### config.mk
export PLATFORM = sky130hd
export DESIGN_NAME = msg_beat_serializer_flat
export DESIGN_NICKNAME = d
export VERILOG_FILES = /design/src/rtl/msg_serializer_pkg.sv /design/src/rtl/msg_beat_serializer_if.sv /design/src/rtl/msg_sync_fifo.sv /design/src/rtl/msg_beat_serializer.sv /design/src/flat_wrapper.sv
export SDC_FILE = /design/constraint.sdc
export NUM_CORES = 1
export LEC_CHECK = 0
export BUFFER_PORTS_ARGS = -buffer_cell sky130_fd_sc_hd__buf_2
export CAP_MARGIN = 25
export CORE_AREA = 2 2 225 227
export DETAILED_ROUTE_END_ITERATION = 12
export DIE_AREA = 0 0 227 229
export PLACE_DENSITY = 0.76
export SKIP_CTS_REPAIR_TIMING = 1
export SLEW_MARGIN = 20
export SYNTH_ARGS = -nofsm -noshare
export SYNTH_HDL_FRONTEND = slang
export SYNTH_HIERARCHICAL = 1
export SYNTH_SLANG_ARGS = --single-unit
### constraint.sdc
create_clock -name CLK -period 4.3 [get_ports CLK]
set_clock_uncertainty 0.2 [all_clocks]
set_input_delay 0.215 -clock CLK [delete_from_list [all_inputs] [get_ports CLK]]
set_output_delay 0.215 -clock CLK [all_outputs]
set_load 0.01 [all_outputs]
### src/rtl/msg_serializer_pkg.sv
// Shared types and header packing for the message beat serializer.
package msg_serializer_pkg;

  typedef enum logic [1:0] {
    IDLE,
    HEADER,
    PAYLOAD
  } state_e;

  localparam int HDR_ID_W  = 16;
  localparam int HDR_LEN_W = 16;
  localparam int HDR_W     = HDR_ID_W + HDR_LEN_W;

  function automatic logic [HDR_W-1:0] pack_header(input logic [HDR_ID_W-1:0]  id,
                                                   input logic [HDR_LEN_W-1:0] len);
    return {id, len};
  endfunction

endpackage

### src/rtl/msg_beat_serializer_if.sv
// Enqueue and beat method signals of the serializer, grouped as one bundle.
interface msg_beat_serializer_if #(
  parameter int width = 32
);
  logic             EN_enq;
  logic             RDY_enq;
  logic [width-1:0] enq_data;
  logic             enq_last;
  logic             EN_beat;
  logic             RDY_beat;
  logic [width-1:0] beat;
  logic             last;
  logic             err_overflow;

  modport master (
    output EN_enq, enq_data, enq_last, EN_beat,
    input  RDY_enq, RDY_beat, beat, last, err_overflow
  );

  modport slave (
    input  EN_enq, enq_data, enq_last, EN_beat,
    output RDY_enq, RDY_beat, beat, last, err_overflow
  );
endinterface

### src/rtl/msg_sync_fifo.sv
// Single-clock FIFO with registered count; head word is visible without a pop.
module msg_sync_fifo #(
  parameter  int W     = 32,
  parameter  int DEPTH = 16,
  localparam int AW    = $clog2(DEPTH),
  localparam int CW    = $clog2(DEPTH + 1)
) (
  input  logic          CLK,
  input  logic          RST,
  input  logic          push_i,
  input  logic [W-1:0]  wdata_i,
  input  logic          pop_i,
  output logic [W-1:0]  rdata_o,
  output logic          full_o,
  output logic          empty_o,
  output logic [CW-1:0] count_o
);
  logic [W-1:0]  mem_q [DEPTH];
  logic [AW-1:0] wr_ptr_q, rd_ptr_q;
  logic [CW-1:0] count_q;
  logic          do_push, do_pop;

  assign full_o  = (count_q == CW'(DEPTH));
  assign empty_o = (count_q == '0);
  assign count_o = count_q;
  assign do_push = push_i && !full_o;
  assign do_pop  = pop_i && !empty_o;
  assign rdata_o = mem_q[rd_ptr_q];

  // NOTE: storage is deliberately not reset; count and pointers alone decide which entries are valid.
  always_ff @(posedge CLK) begin
    if (do_push) mem_q[wr_ptr_q] <= wdata_i;
  end

  // NOTE: clocked state uses <= so every register samples pre-edge values regardless of statement order.
  always_ff @(posedge CLK or posedge RST) begin
    if (RST) begin
      wr_ptr_q <= '0;
      rd_ptr_q <= '0;
      count_q  <= '0;
    end else begin
      if (do_push) wr_ptr_q <= wr_ptr_q + 1'b1;
      if (do_pop)  rd_ptr_q <= rd_ptr_q + 1'b1;
      if (do_push && !do_pop)      count_q <= count_q + 1'b1;
      else if (!do_push && do_pop) count_q <= count_q - 1'b1;
    end
  end

endmodule

### src/rtl/msg_beat_serializer.sv
// Store-and-forward serializer: buffers complete messages, then emits a header
// beat (portal id, length) followed by the payload beats.
module msg_beat_serializer
  import msg_serializer_pkg::*;
#(
  parameter int width     = 32,
  parameter int DEPTH     = 16,
  parameter int PORTAL_ID = 0
) (
  input logic                  CLK,
  input logic                  RST,
  msg_beat_serializer_if.slave bus
);
  localparam int DCW       = $clog2(DEPTH + 1);
  localparam int LEN_DEPTH = 2;
  localparam int LCW       = $clog2(LEN_DEPTH + 1);

  state_e               state_q, state_d;
  logic [HDR_LEN_W-1:0] rem_q, rem_d;
  logic [HDR_LEN_W-1:0] wr_cnt_q, wr_cnt_d;
  logic                 err_q, err_d;

  logic                 data_full, data_empty, len_full, len_empty;
  logic [DCW-1:0]       data_count;
  logic [LCW-1:0]       len_count;
  logic [width-1:0]     data_head;
  logic [HDR_LEN_W-1:0] len_head, len_wdata;
  logic                 rdy_enq, enq_fire, at_cap, msg_end;
  logic                 data_pop, len_pop;
  logic                 rdy_beat, beat_last;
  logic [width-1:0]     beat;

  assign rdy_enq   = !data_full && !len_full;
  assign enq_fire  = bus.EN_enq && rdy_enq;
  assign at_cap    = (32'(wr_cnt_q) + 32'd1) == 32'(DEPTH);
  // A full buffer closes the message even without enq_last; later words open a new one.
  assign msg_end   = enq_fire && (bus.enq_last || at_cap);
  assign len_wdata = wr_cnt_q + 16'd1;
  assign err_d     = err_q || (msg_end && !bus.enq_last);

  always_comb begin
    wr_cnt_d = wr_cnt_q;
    if (enq_fire) wr_cnt_d = msg_end ? '0 : wr_cnt_q + 1'b1;
  end

  msg_sync_fifo #(.W(width), .DEPTH(DEPTH)) u_data_fifo (
    .CLK(CLK), .RST(RST), .push_i(enq_fire), .wdata_i(bus.enq_data), .pop_i(data_pop),
    .rdata_o(data_head), .full_o(data_full), .empty_o(data_empty), .count_o(data_count)
  );

  msg_sync_fifo #(.W(HDR_LEN_W), .DEPTH(LEN_DEPTH)) u_len_fifo (
    .CLK(CLK), .RST(RST), .push_i(msg_end), .wdata_i(len_wdata), .pop_i(len_pop),
    .rdata_o(len_head), .full_o(len_full), .empty_o(len_empty), .count_o(len_count)
  );

  // NOTE: every output of this block gets a default first, so no path can infer a latch.
  always_comb begin
    state_d   = state_q;
    rem_d     = rem_q;
    len_pop   = 1'b0;
    data_pop  = 1'b0;
    rdy_beat  = 1'b0;
    beat      = '0;
    beat_last = 1'b0;
    unique case (state_q)
      IDLE: begin
        if (!len_empty) state_d = HEADER;
      end
      HEADER: begin
        rdy_beat = 1'b1;
        beat     = width'(pack_header(HDR_ID_W'(PORTAL_ID), len_head));
        if (bus.EN_beat) begin
          rem_d   = len_head;
          len_pop = 1'b1;
          state_d = PAYLOAD;
        end
      end
      PAYLOAD: begin
        rdy_beat  = 1'b1;
        beat      = data_head;
        beat_last = (rem_q == 16'd1);
        if (bus.EN_beat) begin
          data_pop = 1'b1;
          rem_d    = rem_q - 16'd1;
          if (rem_q == 16'd1) state_d = IDLE;
        end
      end
      default: state_d = IDLE;
    endcase
  end

  always_ff @(posedge CLK or posedge RST) begin
    if (RST) begin
      state_q  <= IDLE;
      rem_q    <= '0;
      wr_cnt_q <= '0;
      err_q    <= 1'b0;
    end else begin
      state_q  <= state_d;
      rem_q    <= rem_d;
      wr_cnt_q <= wr_cnt_d;
      err_q    <= err_d;
    end
  end

  assign bus.RDY_enq      = rdy_enq;
  assign bus.RDY_beat     = rdy_beat;
  assign bus.beat         = beat;
  assign bus.last         = beat_last;
  assign bus.err_overflow = err_q;

  // Payload beats are only offered for words already buffered; headers only for queued lengths.
  a_payload_present: assert property (@(posedge CLK) disable iff (RST)
    (state_q == PAYLOAD) |-> (!data_empty && (32'(data_count) >= 32'(rem_q))));
  a_header_queued: assert property (@(posedge CLK) disable iff (RST)
    (state_q == HEADER) |-> (len_count != '0));

endmodule

### src/flat_wrapper.sv
// flat-port wrapper written by rule: the top's interface ports become plain ports
module msg_beat_serializer_flat import msg_serializer_pkg::*;
#(
  parameter int width     = 32,
  parameter int DEPTH     = 16,
  parameter int PORTAL_ID = 0
)
  (CLK, RST, bus_EN_enq, bus_enq_data, bus_enq_last, bus_EN_beat, bus_RDY_enq, bus_RDY_beat, bus_beat, bus_last, bus_err_overflow);
  msg_beat_serializer_if #(.width(width)) bus_i ();
  input logic CLK;
  input logic RST;
  input wire logic [$bits(bus_i.EN_enq)-1:0] bus_EN_enq;
  input wire logic [$bits(bus_i.enq_data)-1:0] bus_enq_data;
  input wire logic [$bits(bus_i.enq_last)-1:0] bus_enq_last;
  input wire logic [$bits(bus_i.EN_beat)-1:0] bus_EN_beat;
  output wire logic [$bits(bus_i.RDY_enq)-1:0] bus_RDY_enq;
  output wire logic [$bits(bus_i.RDY_beat)-1:0] bus_RDY_beat;
  output wire logic [$bits(bus_i.beat)-1:0] bus_beat;
  output wire logic [$bits(bus_i.last)-1:0] bus_last;
  output wire logic [$bits(bus_i.err_overflow)-1:0] bus_err_overflow;
  assign bus_i.EN_enq = bus_EN_enq;
  assign bus_i.enq_data = bus_enq_data;
  assign bus_i.enq_last = bus_enq_last;
  assign bus_i.EN_beat = bus_EN_beat;
  assign bus_RDY_enq = bus_i.RDY_enq;
  assign bus_RDY_beat = bus_i.RDY_beat;
  assign bus_beat = bus_i.beat;
  assign bus_last = bus_i.last;
  assign bus_err_overflow = bus_i.err_overflow;
  msg_beat_serializer #(.width(width), .DEPTH(DEPTH), .PORTAL_ID(PORTAL_ID)) u_core (.CLK(CLK), .RST(RST), .bus(bus_i));
endmodule
Yosys cells after proc, flatten, opt, wreduce, memory -nomap -nowiden
Memory sizes are Yosys's and may differ from the RTL's.
Index checks and enable logic that the tools add are counted.
{ "totals": {"mem_count": 2, "ramBits": 544, "regBits": 52, "output_inout_bits": 36, "input_bits": 37} }
{ "mem_list": {"columns": ["memory", "depth", "word_bits", "read_ports", "rd_clocked_by_memory_dff", "wr", "line", "text"], "rows": [
  ["u_core.u_data_fifo.mem_q", 16, 32, 1, 0, 1, "msg_sync_fifo.sv:18", "logic [W-1:0] mem_q [DEPTH];"],
  ["u_core.u_len_fifo.mem_q", 2, 16, 1, 0, 1, "msg_sync_fifo.sv:18", null]
]} }
{ "classes": {"reduce_logical": 32, "mux": 23, "eq_ne": 10, "addsub": 11} }
{ "ops": {"columns": ["cell", "count"], "rows": [
  ["case mux 32 bit (2 select lines)", 1],
  ["two-way mux 16 bit", 3],
  ["equality test 32 x 5 -> 1 bit, second input constant", 1],
  ["case mux 16 bit (2 select lines)", 1],
  ["adder 16 x 1 -> 17 bit, second input constant", 1],
  ["adder 16 x 1 -> 16 bit, second input constant", 1],
  ["equality test 16 x 1 -> 1 bit, second input constant", 1],
  ["subtractor 16 x 1 -> 16 bit, second input constant", 1],
  ["logical AND 1 bit", 12],
  ["two-way mux 2 bit", 6],
  ["two-way mux 5 bit", 2],
  ["zero test 1 bit", 9],
  ["two-way mux 1 bit", 9],
  ["adder 4 x 1 -> 4 bit, second input constant", 2],
  ["inequality test 2 bit, second input constant", 3],
  ["case mux 2 bit (3 select lines)", 1],
  ["nonzero test 2 bit", 3],
  ["adder 5 x 1 -> 5 bit, second input constant", 1],
  ["equality test 5 bit, second input constant", 1],
  ["zero test 5 bit", 1],
  ["subtractor 5 x 1 -> 5 bit, second input constant", 1],
  ["equality test 2 bit, second input constant", 2],
  ["zero test 2 bit", 2],
  ["AND reduction 4 bit", 1],
  ["8 further kinds", 10]
]} }

Depth between registers and ports, before layout
{ "depth": {"depth_word": 10, "ltp_mapped": 14} }

Cells and area by module
The synthesis kept the hierarchy.
{ "modules_own_cells": {"columns": ["module", "cells_per_inst", "area_each_um2", "n_inst"], "rows": [
  ["msg_sync_fifo (u_core.u_data_fifo)", 1010, 20412.1, 1],
  ["msg_beat_serializer", 313, 2672.6, 1],
  ["msg_sync_fifo (u_core.u_len_fifo)", 70, 1406.3, 1]
]} }

Least setup slack after synthesis
No wires, ideal clock.
{ "synth_path": {"path_kind": "register -> register", "startpoint": "register u_core.u_data_fifo.count_q[0] (netlist: u_core/u_data_fifo/count_o[0])", "endpoint": "memory u_core.u_data_fifo.mem_q[3][0], enable pin", "path_stages_with_launch": 9, "synth_period_minus_slack_ns": 4.534, "required_ns": 3.639, "arrival_time_ns": 3.873, "setup_time_ns": 0.461, "setup_slack_ns": -0.234, "cell_sequence": "dfrtp_1 nor4_1 and2_1 nor2_1 nand2_1 clkinv_1 a21boi_2 nand2_1 nor3_1"} }
{ "synth_between": {"elab_chain_len": 7} }
{ "synth_rtl": {"columns": ["item", "line", "text"], "rows": [
  ["start: declaration", "msg_sync_fifo.sv:20", "logic [CW-1:0] count_q;"],
  ["start signal: assignment", "msg_sync_fifo.sv:44", "if (do_push && !do_pop) count_q <= count_q + 1'b1;"],
  ["start signal: assignment", "msg_sync_fifo.sv:45", "else if (!do_push && do_pop) count_q <= count_q - 1'b1;"],
  ["equality test 5 bit", "msg_sync_fifo.sv:23", "assign full_o = (count_q == CW'(DEPTH));"],
  ["named net u_core.data_full", "msg_beat_serializer.sv:23", "logic data_full, data_empty, len_full, len_empty;"],
  ["zero test 1 bit", "msg_beat_serializer.sv:33", "assign rdy_enq = !data_full && !len_full;"],
  ["logical AND 1 bit", "msg_beat_serializer.sv:33", null],
  ["named net bus_RDY_enq", "flat_wrapper.sv:16", "output wire logic [$bits(bus_i.RDY_enq)-1:0] bus_RDY_enq;"],
  ["logical AND 1 bit", "msg_beat_serializer.sv:34", "assign enq_fire = bus.EN_enq && rdy_enq;"],
  ["named net u_core.enq_fire", "msg_beat_serializer.sv:28", "logic rdy_enq, enq_fire, at_cap, msg_end;"],
  ["logical AND 1 bit", "msg_sync_fifo.sv:26", "assign do_push = push_i && !full_o;"],
  ["named net u_core.u_data_fifo.do_push", "msg_sync_fifo.sv:21", "logic do_push, do_pop;"],
  ["two-way mux 1 bit", "msg_sync_fifo.sv:32", "if (do_push) mem_q[wr_ptr_q] <= wdata_i;"],
  ["two-way mux 1 bit (not written as such)", "msg_sync_fifo.sv:32", null],
  ["end: declaration", "msg_sync_fifo.sv:18", null]
]} }
The timed path passes the listed nets, and every way through them passes these cells.

Final worst setup path
{ "layout_path": {"startpoint": "register u_core.u_data_fifo.rd_ptr_q[1]", "endpoint": "output port bus_beat[28]"} }
{ "layout_between": {"elab_chain_len": 2} }
{ "layout_rtl": {"columns": ["item", "line", "text"], "rows": [
  ["start: declaration", "msg_sync_fifo.sv:19", "logic [AW-1:0] wr_ptr_q, rd_ptr_q;"],
  ["start signal: assignment", "msg_sync_fifo.sv:43", "if (do_pop) rd_ptr_q <= rd_ptr_q + 1'b1;"],
  ["memory read (16 x 32 bit)", null, null],
  ["named net u_core.data_head[28]", "msg_beat_serializer.sv:26", "logic [width-1:0] data_head;"],
  ["case mux 32 bit (2 select lines)", "msg_beat_serializer.sv:65", "unique case (state_q)"],
  ["end: declaration", "flat_wrapper.sv:18", "output wire logic [$bits(bus_i.beat)-1:0] bus_beat;"]
]} }
The timed path passes the listed nets, and every way through them passes these cells.

==> out/metrics.yaml <==
status: "complete, no violations"
post-place-ws_ps: 758
critPathMaxFanout: 34
grt_pass1_vias: 13226
clkLatencyLatePin_ps: 620
cp-start-kind: "flop"
grt_pass1_wl_mm: 80.2
tns_ps: 0
cts-root-buf: "clkbuf_16"
drt-vias-per-instance: 6.03
period_needed_ps: 3870
route.antenna.remaining_nets: 0
instances_no_fill: 2238
cts_made_buffers: 55
final_common_cell: "edfxtp_1"
rows: 82
whs_ps: 24.4
p_total_mw: 17.7
cts_tree: "yes"
tightest_slew_ps: 1020
crit_type: "flop to primary output"
final_core_utilization_pct: 56.1
dr.pass1.iters: 6
final_hold_viol_count: 0
maxCapViolCount: 0
routedWlPerCell_um: 24.0
die_h_um: 229
setup_viol: 0
syn-cell-area_um2: 24500
ir_drop_v: 0.000314
syn_to_final_growth_pct: 13.7
grt_remaining_overflow: 0
hold_class: "primary input to asynchronous set/reset pin"
port_buffers: 72
grt_max_degree: 45
synthCells: 1392
die_x_um: 227
core_um2: 49700
cts.path.max_buffers: 3
critical_path_required_ps: 3880
place_area_um2: 25700
fin_ws_ps: 434
crit_arrival_ps: 3450
gp_congestion: 0.838
finalInstanceArea_um2: 27800
initial_core_util_pct: 49.3
cts.sinks: 596
period_share_pct: 89.9
layout_common_cells: "544 x edfxtp_1, 134 x mux2i_1, 80 x nand2_1, 72 x buf_2, 64 x a221oi_1"
nNetsFinal: 1579
wirelength_mm: 53.7
ioPinCount: 73
antenna_found_initial: 3
synth_warnings: 6
clk_pin_slew_ps: 60
drt-initial-drc-count: 1505
power.density_nw_per_um2: 637
max-slew-margin-rel_pct: 31.9
track_usage_pct: 20.7
drc: 0
synth_nets: 1449
hpwl_mm: 32.0
syn_avg_cell_area_um2: 17.6
rsz0062_at_grt: "false"
vias: 13496
cts_htree_levels: 2
leakage_nw: 9.82
crit_path_end_kind: "primary output"
fillers: 3709
drive_gt1_share_pct: 19.6
dp.cells: 2100
slew_viol_final: 0
die_area_um2: 52000
max_clock_freq_mhz: 259
critical path, cell delays in order, from the launching register on:
cell and delay, ps:
dfrtp_4 700, nor2b_4 860, buf_4 390, a221oi_1 130
o21ai_0 280, nand2_1 150, and3_1 200, buf_2 130
metal layers:
metal	part of all wire, %	global-route usage [%]	wire length (um)	up-vias
met4	3.7	9.15	2010	2
met2	49	32.9	26100	597
met1	40	28.1	21500	6919
met3	7.7	3.76	4140	109
met5	0.024	0	13	-
li1	-	-	-	5869
state kept, by name, summed over array words and instances, names as in the netlist, 2 cells and up:
register                     cells
u_core/state_q                   2
u_core/u_data_fifo/wr_ptr_q      4
u_core/u_data_fifo/mem_q       512
u_core/u_data_fifo/rd_ptr_q      4
u_core/u_len_fifo/count_o        2
u_core/rem_q                    16
u_core/u_data_fifo/count_o       5
u_core/u_len_fifo/mem_q         32
u_core/wr_cnt_q                 16
path summary, 6_finish.rpt:
check	startpoint	end	slack, ps	cells past startpoint
worst max-delay path	u_core/u_data_fifo/rd_ptr_q[1]	bus_beat[28]	430	7
worst min-delay path	RST	u_core/u_data_fifo/wr_ptr_q[1]	20	3
worst max register to register	u_core/wr_cnt_q[0]	u_core/u_len_fifo/mem_q[1][8]	790	8
worst min register to register	u_core/bus.err_overflow	u_core/bus.err_overflow	290	1
max in group asynchronous	RST	u_core/rem_q[15]	3050	4
min in group CLK	u_core/bus.err_overflow	u_core/bus.err_overflow	290	1
area by class of cell:
| type | count | area, um^2 | area share [%] |
|---|---|---|---|
| Sequential cell | 596 | 17600 | 63.4 |
| Inverter | 22 | 82.6 | 0.297 |
| Tap cell | 672 | 841 | 3.02 |
| Timing Repair Buffer | 153 | 1100 | 3.95 |
| Clock inverter | 31 | 295 | 1.06 |
| Clock buffer | 68 | 1480 | 5.31 |
| Antenna cell | 2 | 5.00 | 0.0180 |
| Multi-Input combinational cell | 694 | 6400 | 23.0 |
power by group:
group	internal [mW]	switching, mW	leakage, nW
Sequential	7.01	0.544	5.57
Combinational	2.20	3.23	3.38
Clock	2.69	2.08	0.868
Total	11.9	5.84	9.82
(Power assumes the default switching activity.)
